--- config.mk ---
export PLATFORM = sky130hd
export DESIGN_NAME = boot_loader_ctrl
export DESIGN_NICKNAME = d
export VERILOG_FILES = /design/src/rtl/boot_loader_ctrl_pkg.sv /design/src/rtl/common_pkg.sv /design/src/rtl/boot_word_assembler.sv /design/src/rtl/boot_loader_ctrl.sv
export SDC_FILE = /design/constraint.sdc
export NUM_CORES = 1
export LEC_CHECK = 0
export ABC_CLOCK_PERIOD_IN_PS = 2500
export BUFFER_PORTS_ARGS = -buffer_cell sky130_fd_sc_hd__buf_2
export CELL_PAD_IN_SITES_DETAIL_PLACEMENT = 1
export CELL_PAD_IN_SITES_GLOBAL_PLACEMENT = 1
export CORE_MARGIN = 3
export CORE_UTILIZATION = 35
export CTS_BUF_LIST = sky130_fd_sc_hd__clkbuf_8
export DETAILED_ROUTE_END_ITERATION = 7
export PLACE_DENSITY_LB_ADDON = 0.1
export SETUP_SLACK_MARGIN = 0.4
export SLEW_MARGIN = 15
export SYNTH_ARGS = -nofsm -noshare
export SYNTH_HDL_FRONTEND = slang
export SYNTH_SLANG_ARGS = --single-unit
--- constraint.sdc ---
create_clock -name clk -period 2.5 [get_ports clk]
set_clock_uncertainty 0.1 [all_clocks]
set_input_delay 0.375 -clock clk [delete_from_list [all_inputs] [get_ports clk]]
set_output_delay 0.375 -clock clk [all_outputs]
set_load 0.01 [all_outputs]
--- src/rtl/boot_loader_ctrl_pkg.sv ---
// rtl/boot_loader_ctrl_pkg.sv - boot loader states, header codes, dst indices
// ST_CHK is present only when BOOT_CHECKSUM_EN is defined.
package boot_loader_ctrl_pkg;
  typedef enum logic [2:0] {
    ST_HDR,
    ST_CNT_LO,
    ST_CNT_HI,
    ST_PAYLOAD,
`ifdef BOOT_CHECKSUM_EN
    ST_CHK,
`endif
    ST_DONE,
    ST_ERR
  } boot_state_t;

  localparam logic [7:0] BOOT_HDR_INSTR = 8'hA5;
  localparam logic [7:0] BOOT_HDR_DATA  = 8'h5A;
  localparam logic [7:0] BOOT_HDR_END   = 8'hFF;

  localparam int DST_IMEM = 2;
  localparam int DST_DMEM = 1;
  localparam int DST_RSVD = 0;
endpackage

--- src/rtl/common_pkg.sv ---
// rtl/common_pkg.sv - shared datapath widths for the boot subsystem
package common_pkg;
  localparam int BITS  = 32;
  localparam int ADDRW = 7;
endpackage

--- src/rtl/boot_word_assembler.sv ---
// rtl/boot_word_assembler.sv - packs little-endian bytes into BITS-wide words
// o_word/o_word_ready are valid in the cycle the last byte of a word is presented.
module boot_word_assembler
  import common_pkg::*;
(
  input  logic            clk,
  input  logic            rst_n,
  input  logic            i_clear,
  input  logic            i_byte_valid,
  input  logic [7:0]      i_byte,
  output logic [BITS-1:0] o_word,
  output logic            o_word_ready
);
  localparam int NBYTES = BITS / 8;
  localparam int CW     = $clog2(NBYTES);

  logic [CW-1:0]   r_cnt;
  logic [BITS-9:0] r_shreg;

  always_ff @(posedge clk or negedge rst_n) begin
    if (!rst_n) begin
      r_cnt   <= '0;
      r_shreg <= '0;
    end else if (i_clear) begin
      r_cnt   <= '0;
    end else if (i_byte_valid) begin
      r_cnt   <= r_cnt + 1'b1;
      r_shreg <= {i_byte, r_shreg[BITS-9:8]};
    end
  end

  // Earlier bytes sit in the shift register, so the final byte lands on top.
  assign o_word       = {i_byte, r_shreg};
  assign o_word_ready = i_byte_valid && !i_clear && (r_cnt == CW'(NBYTES - 1));
endmodule

--- src/rtl/boot_loader_ctrl.sv ---
// rtl/boot_loader_ctrl.sv - serial boot loader: sections of words into imem/dmem
// Optional BOOT_CHECKSUM_EN adds a per-section XOR check byte.
module boot_loader_ctrl
  import common_pkg::*;
  import boot_loader_ctrl_pkg::*;
(
  input  logic            clk,
  input  logic            rst_n,
  input  logic            rx_valid,
  input  logic [7:0]      rx_data,
  output logic            bootloading,
  output logic [BITS-1:0] wdata_data,
  output logic [ADDRW:0]  wdata_addr,
  output logic [2:0]      dst,
  output logic            boot_err
);
`ifdef BOOT_CHECKSUM_EN
  localparam boot_state_t ST_SECT_END = ST_CHK;
`else
  localparam boot_state_t ST_SECT_END = ST_HDR;
`endif

  boot_state_t     r_state, w_state;
  logic [15:0]     r_count, w_count;
  logic [ADDRW:0]  r_addr, w_addr;
  logic            r_sel_imem, w_sel_imem;
  logic            r_bootloading, w_bootloading;
  logic [BITS-1:0] r_wdata_data, w_wdata_data;
  logic [ADDRW:0]  r_wdata_addr, w_wdata_addr;
  logic [2:0]      r_dst, w_dst;
  logic            r_boot_err, w_boot_err;
  logic [BITS-1:0] w_word;
  logic            w_word_ready;
`ifdef BOOT_CHECKSUM_EN
  logic [7:0]      r_xor, w_xor;
`endif

  boot_word_assembler u_asm (
    .clk          (clk),
    .rst_n        (rst_n),
    .i_clear      (r_state != ST_PAYLOAD),
    .i_byte_valid (rx_valid && (r_state == ST_PAYLOAD)),
    .i_byte       (rx_data),
    .o_word       (w_word),
    .o_word_ready (w_word_ready)
  );

  always_ff @(posedge clk or negedge rst_n) begin
    if (!rst_n) begin
      r_state       <= ST_HDR;
      r_count       <= '0;
      r_addr        <= '0;
      r_sel_imem    <= 1'b0;
      r_bootloading <= 1'b1;
      r_wdata_data  <= '0;
      r_wdata_addr  <= '0;
      r_dst         <= '0;
      r_boot_err    <= 1'b0;
`ifdef BOOT_CHECKSUM_EN
      r_xor         <= '0;
`endif
    end else begin
      r_state       <= w_state;
      r_count       <= w_count;
      r_addr        <= w_addr;
      r_sel_imem    <= w_sel_imem;
      r_bootloading <= w_bootloading;
      r_wdata_data  <= w_wdata_data;
      r_wdata_addr  <= w_wdata_addr;
      r_dst         <= w_dst;
      r_boot_err    <= w_boot_err;
`ifdef BOOT_CHECKSUM_EN
      r_xor         <= w_xor;
`endif
    end
  end

  always_comb begin
    w_state      = r_state;
    w_count      = r_count;
    w_addr       = r_addr;
    w_sel_imem   = r_sel_imem;
    w_wdata_data = r_wdata_data;
    w_wdata_addr = r_wdata_addr;
    w_dst        = '0;
`ifdef BOOT_CHECKSUM_EN
    w_xor        = r_xor;
`endif
    case (r_state)
      ST_HDR: begin
`ifdef BOOT_CHECKSUM_EN
        w_xor = '0;
`endif
        if (rx_valid) begin
          w_addr = '0;
          case (rx_data)
            BOOT_HDR_INSTR: begin w_sel_imem = 1'b1; w_state = ST_CNT_LO; end
            BOOT_HDR_DATA:  begin w_sel_imem = 1'b0; w_state = ST_CNT_LO; end
            BOOT_HDR_END:   w_state = ST_DONE;
            default:        w_state = ST_ERR;
          endcase
        end
      end
      ST_CNT_LO: if (rx_valid) begin
        w_count = {r_count[15:8], rx_data};
        w_state = ST_CNT_HI;
      end
      ST_CNT_HI: if (rx_valid) begin
        w_count = {rx_data, r_count[7:0]};
        w_state = ({rx_data, r_count[7:0]} == 16'd0) ? ST_SECT_END : ST_PAYLOAD;
      end
      ST_PAYLOAD: begin
`ifdef BOOT_CHECKSUM_EN
        if (rx_valid) w_xor = r_xor ^ rx_data;
`endif
        if (w_word_ready) begin
          w_dst[DST_IMEM] = r_sel_imem;
          w_dst[DST_DMEM] = !r_sel_imem;
          w_wdata_data    = w_word;
          w_wdata_addr    = r_addr;
          w_addr          = r_addr + 1'b1;
          w_count         = r_count - 16'd1;
          if (r_count == 16'd1) w_state = ST_SECT_END;
        end
      end
`ifdef BOOT_CHECKSUM_EN
      ST_CHK: if (rx_valid) w_state = (rx_data == r_xor) ? ST_HDR : ST_ERR;
`endif
      default: ;
    endcase
    w_bootloading = (w_state != ST_DONE);
    w_boot_err    = (w_state == ST_ERR);
  end

  assign bootloading = r_bootloading;
  assign wdata_data  = r_wdata_data;
  assign wdata_addr  = r_wdata_addr;
  assign dst         = r_dst;
  assign boot_err    = r_boot_err;
endmodule

==> run summary, run 1 <==
vias in the first global route -> 3808
die span in x -> 119 um
initial antenna violation count -> 0
P&R area growth vs syn -> 18.5%
WL/cell -> 16.2 um
H-tree depth -> 3
Hold Crit Depth -> 3
worst slew pin tran -> 588 ps
Row Count -> 40
TNS Setup -> 0 ps
core area -> 12200 sq um
minimum clock period -> 2020 ps
IO Count -> 56
fin cells -> 728
Yosys reg bits -> 98
first-iteration detailed-routing DRC count -> 179
leading register cell type out of synthesis -> dfrtp_1
DRC errors left -> 0
max frequency -> 494 MHz
Fillers -> 1477
Yosys cell types -> 53
total power -> 4210 uW
Placed Cells -> 707
fin crit share -> 0.809
via/cell ratio -> 4.95
total track usage -> 0.177
Tightest Hold Check Type -> in2reg
hold path endpoint -> wdata_data[25]
crit-path max FO -> 4
Pwr Density -> 801 nW/um^2
clock sink count -> 98
reg2reg end -> r_state[0]
cell accounting for the most synthesized area -> dfrtp_1
Nets -> 570
CTS Buf Count -> 9
Hold Vio Cnt, Final -> 0
VDD IR max -> 0.000391 V
Syn Area/Cell -> 8.95 sq um
clk_lat worst skew -> 390 ps
Syn Std Cell Area -> 4430 sq um
Synth top area share -> 0.548
Final Max Slew Viols -> 0
CTS tree -> built
number of diodes -> 0
gpl congestion -> 0.809
reg-to-reg critical path startpoint -> r_count[7]
Finish-stage setup viols -> 0
reg2reg path depth -> 4
Hold WS -> 160 ps
largest net degree at the start of global routing -> 56
share of layout cells above drive strength 1 -> 0.200
outcome -> completed
DIE AREA -> 14000 sq um
HPWL Detailed -> 8050 um
Initial Utilization -> 0.363
RSZ-0062 raised after global routing -> no
grt total ovfl -> 0
startpoint types -> flop
first-pass GRT wire length -> 19900 um
Synth Instances -> 495
chip height -> 119 um
root buf cell -> clkbuf_8
leakage -> 0.00271 uW
fraction of registers with async set/reset -> 1.00
most instantiated cells after synthesis -> nand2_1, dfrtp_1, o21ai_0, nor2_1, clkbuf_1
most frequent cell after synthesis -> nand2_1
Seq/Total Area, Yosys -> 0.554
Clock Pin Slew Worst Setup and Hold Paths -> 100 ps
final design utilization -> 0.430
Post-synth EDFFs -> 0
syn nets -> 510
max-cap violations -> 0
CP required -> 2670 ps
post-route antenna net violation count -> 0
top post-synthesis cells by area -> dfrtp_1, nand2_1, o21ai_0, nor2_1, clkbuf_1
Worst EP arrival -> 2190 ps
Synthesis Warnings -> 0
Clock Path Buffers -> 2
FF-to-FF setup slack -> 480 ps
Slew Limit Headroom -> 0.608
CP Capture Type -> flop
Hold Crit Start -> rx_data[1]
final WL -> 11800 um
critical path class -> reg2reg
Pre-Repair DR Iteration Count -> 4
Vias -> 3601
IO Port Bufs -> 54
==> registers in the layout, summed over array words and instances (netlist names) <==
name           cells
r_sel_imem         1
bootloading        1
boot_err           1
r_addr             8
dst                2
u_asm.r_cnt        2
wdata_addr         8
u_asm.r_shreg     24
wdata_data        32
r_count           16
r_state            3
==> layout make-up <==
class	instances	area [sq um]	area share
tap	168	210	0.0400
multi-input combinational	364	1880	0.359
timing repair buffer	74	450	0.0858
clock buffer	12	165	0.0314
sequential	98	2460	0.468
inverter	8	30.0	0.00572
clock inverter	4	55.1	0.0105
==> logic make-up after synthesis <==
family,share of synthesized area
mux,0.00678
other cells,0.000846
simple gates,0.300
flops,0.554
fa+ha+maj,0.0113
xor+xnor,0.00395
buf+inv,0.0302
compound gates,0.0937
==> per-stage QoR <==
step	area [sq um]	setup WS (ps)
2_1_floorplan	4430	533
3_3_place_gp	4950	434
3_5_place_dp	4950	298
4_1_cts	5220	411
5_1_grt	5250	423
6_report	5250	477
==> layer usage <==
metal / vias to the layer above / wire length (um) / global-route usage
met5: - / 0 / 0
li1: 1775 / - / -
met2: 64 / 5360 / 0.281
met4: 0 / 229 / 0.0710
met3: 13 / 375 / 0.0278
met1: 1749 / 5820 / 0.243
==> cells in the final DEF, fill, tap and decap left out, drive strengths merged, types with 4 or more instances in the layout <==
cell	synthesis	final
nor3b	4	4
nand3	10	10
and2	4	4
nand2	207	207
nor4	6	6
nand4	5	5
nor3	7	7
o21ai	24	24
inv	8	10
a21oi	13	13
nor2	18	18
ha	4	4
a31oi	5	5
clkbuf	17	12
or4	4	4
o211ai	6	6
a32oi	5	5
buf	8	73
dfrtp	97	97
==> where the power goes <==
part	total, uW	internal (uW)	switching [uW]
Clock	1150	552	593
Sequential	2060	1830	223
Combinational	1010	428	579
Total	4210	2810	1400
==> timing repair <==
item	CTS	global route
hold endpoints to repair	43	0
setup buffers	2	2
gates resized for setup	8	4
setup endpoints to repair	3	12
pin swaps	3	3
hold buffers	1	0
==> worst max-delay path: stages (launching register included) <==
cell	delay (ps)
dfrtp_1	450
or4_4	590
nor4_4	340
nor3b_1	80
or3b_1	350
==> worst max path at each step <==
stage                           from          to  cells past startpoint
after detailed placement  r_count[0]    boot_err                      6
after global routing      r_count[7]  r_state[0]                      4
after CTS                 r_count[0]  r_state[0]                      6
after floorplan           r_count[0]  r_state[0]                      6
after global placement    r_count[0]  r_state[0]                      6
final                     r_count[7]  r_state[0]                      4
Power figures use the tool's default switching activity.
==> inputs of run 2 (changes only) <==
--- a/config.mk
+++ b/config.mk
@@ -5,7 +5,8 @@
 export SDC_FILE = /design/constraint.sdc
 export NUM_CORES = 1
 export LEC_CHECK = 0
-export ABC_CLOCK_PERIOD_IN_PS = 2500
+export ABC_AREA = 1
+export ABC_CLOCK_PERIOD_IN_PS = 1850
 export BUFFER_PORTS_ARGS = -buffer_cell sky130_fd_sc_hd__buf_2
 export CELL_PAD_IN_SITES_DETAIL_PLACEMENT = 1
 export CELL_PAD_IN_SITES_GLOBAL_PLACEMENT = 1
==> constraint.sdc (replaced) <==
create_clock -name clk -period 1.85 [get_ports clk]
set_clock_uncertainty 0.1 [all_clocks]
set_input_delay 0.2775 -clock clk [delete_from_list [all_inputs] [get_ports clk]]
set_output_delay 0.2775 -clock clk [all_outputs]
set_load 0.01 [all_outputs]
==> run 2 against run 1 <==
Compared with the run above: clock power rose by 27%; die area up 2.3%; via count up 14%; fmax increased by 18%; sequential share of layout area down 7.3 points; largest power group unchanged.
==> run summary, run 2 <==
fraction of registers with async set/reset -> 1.00
reg2reg path depth -> 12
via/cell ratio -> 4.96
max frequency -> 581 MHz
Vias -> 4090
Finish-stage setup viols -> 0
commonest non-fill, non-tap cell in the layout -> nand2_1
Row Count -> 40
Synthesis Warnings -> 0
Clock Path Buffers -> 2
DRC errors left -> 0
Yosys reg bits -> 98
most instantiated cells after synthesis -> nand2_1, dfrtp_1, inv_1, o21ai_1, nor2_1
Hold Vio Cnt, Final -> 0
RSZ-0062 raised after global routing -> yes
IO Port Bufs -> 54
Seq/Total Area, Yosys -> 0.541
Post-synth EDFFs -> 0
TNS Setup -> 0 ps
root buf cell -> clkbuf_8
Synth top area share -> 0.535
Syn Std Cell Area -> 4540 sq um
first-pass GRT wire length -> 22100 um
grt total ovfl -> 0
worst setup margin -> 130 ps
VDD IR max -> 0.000281 V
startpoint types -> flop
final WL -> 14900 um
Place WS -> 29.4 ps
crit-path max FO -> 3
top post-synthesis cells by area -> dfrtp_1, nand2_1, o21ai_1, inv_1, o21ai_0
clock sink count -> 98
Hold WS -> 123 ps
critical path class -> reg2reg
first-iteration detailed-routing DRC count -> 204
clk_lat worst skew -> 370 ps
Syn Area/Cell -> 8.34 sq um
syn nets -> 559
Switching Share -> 0.240
max-cap violations -> 0
max reg flops -> 32
largest net degree at the start of global routing -> 99
vias in the first global route -> 4248
leading register cell type out of synthesis -> dfrtp_1
initial antenna violation count -> 0
cell accounting for the most synthesized area -> dfrtp_1
chip height -> 120 um
gpl congestion -> 0.840
total track usage -> 0.196
share of layout cells above drive strength 1 -> 0.349
post-route antenna net violation count -> 0
Pwr Density -> 615 nW/um^2
CP Capture Type -> flop
IO Count -> 56
reg-to-reg critical path startpoint -> r_count[0]
Nets -> 667
P&R area growth vs syn -> 37.1%
H-tree depth -> 3
Psw -> 918 uW
outcome -> completed
die span in x -> 120 um
WL/cell -> 18.0 um
Slew Limit Headroom -> 0.634
worst slew pin tran -> 550 ps
Tightest Hold Check Type -> in2reg
internal power -> 2910 uW
Worst EP arrival -> 1910 ps
fin crit share -> 0.930
FF-to-FF setup slack -> 130 ps
Hold Crit Depth -> 3
Yosys cell types -> 34
Synth Instances -> 544
Final Max Slew Viols -> 0
leakage -> 0.00306 uW
Clock Pin Slew Worst Setup and Hold Paths -> 100 ps
Pre-Repair DR Iteration Count -> 4
Hold Crit Start -> rx_data[1]
HPWL Detailed -> 8430 um
DIE AREA -> 14400 sq um
core area -> 12400 sq um
Clock Power Share -> 0.382
minimum clock period -> 1720 ps
reg2reg end -> boot_err
CP required -> 2040 ps
most frequent cell after synthesis -> nand2_1
Comb pwr share -> 0.050
number of diodes -> 0
most frequent cells in the layout -> nand2_1, dfrtp_1, buf_2
CTS tree -> built
part of the power in registers -> 0.568
CTS Buf Count -> 9
Initial Utilization -> 0.367
hold path endpoint -> r_count[9]
[run 2: critical path, cell delays in order, from the launching register on]
cell and delay (ps):
dfrtp_2 460, inv_4 90, ha_4 120, inv_2 40
nor2_4 110, nand2_4 90, nor2_4 130, nand2_1 80
nand2_1 80, nand3_2 90, nor2_4 100, nand2_1 60
nor2_1 100
[run 2: cells by family after synthesis]
group | share of synthesized area
AOI/OAI and AO/OA | 0.116
other | 0.000826
adders and majority gates | 0.0110
buffers and inverters | 0.0849
DFF | 0.541
and+or+nand+nor | 0.245
xor gates and xnor gates | 0.00193
[run 2: cell type report]
| cell class | count | area, sq um |
|---|---|---|
| clock buffers | 11 | 151 |
| well taps | 168 | 210 |
| fillers | 1489 | 6140 |
| repair buffers | 114 | 986 |
| repair inverters | 1 | 6.26 |
| multi-input cells | 360 | 2070 |
| clock inverters | 5 | 52.6 |
| flip-flops and latches | 98 | 2460 |
| inverters | 68 | 283 |
[run 2: worst max path at each step]
| stage | start | to | slack [ps] | cells past startpoint |
|---|---|---|---|---|
| 3_3_place_gp | r_count[7] | boot_err | 120 | 9 |
| 4_1_cts | r_count[0] | boot_err | 130 | 12 |
| 3_5_place_dp | r_count[0] | boot_err | 30 | 12 |
| 6_report | r_count[0] | boot_err | 130 | 12 |
| 2_1_floorplan | r_count[0] | boot_err | 260 | 11 |
| 5_1_grt | r_count[0] | boot_err | 30 | 12 |
[run 2: stage by stage]
stage / area (sq um) / util / instances / total power, uW
after floorplan: 4610 / - / 544 / 2270
after global placement: 5120 / 0.414 / 768 / 2370
after detailed placement: 5120 / 0.414 / 768 / 2380
after CTS: 5760 / 0.466 / 809 / 3860
after global routing: 6220 / 0.503 / 825 / 3990
final: 6220 / 0.503 / 825 / 3830
[run 2: layer usage]
| layer | vias up | global-route usage | share of wire |
|---|---|---|---|
| met5 | - | 0 | 0 |
| met4 | 0 | 0.0809 | 0.022 |
| met3 | 22 | 0.0236 | 0.028 |
| met2 | 82 | 0.331 | 0.51 |
| met1 | 2033 | 0.255 | 0.44 |
| li1 | 1953 | - | - |
[run 2: power by group through the flow]
stage | Combinational, uW | Sequential, uW | Clock, uW
2_1_floorplan | 62.6 | 2210 | 0
3_3_place_gp | 166 | 2210 | 0
3_5_place_dp | 168 | 2210 | 0
4_1_cts | 181 | 2170 | 1510
5_1_grt | 214 | 2170 | 1600
6_report | 192 | 2170 | 1460
[run 2: timing repair]
action | 4_1_cts | 5_1_grt
setup buffers | 19 | 8
gates resized for setup | 47 | 73
endpoints found under the hold margin | 97 | 0
cloned | 5 | 8
setup endpoints to repair | 69 | 95
pin swaps | 21 | 10
hold buffers | 1 | 0
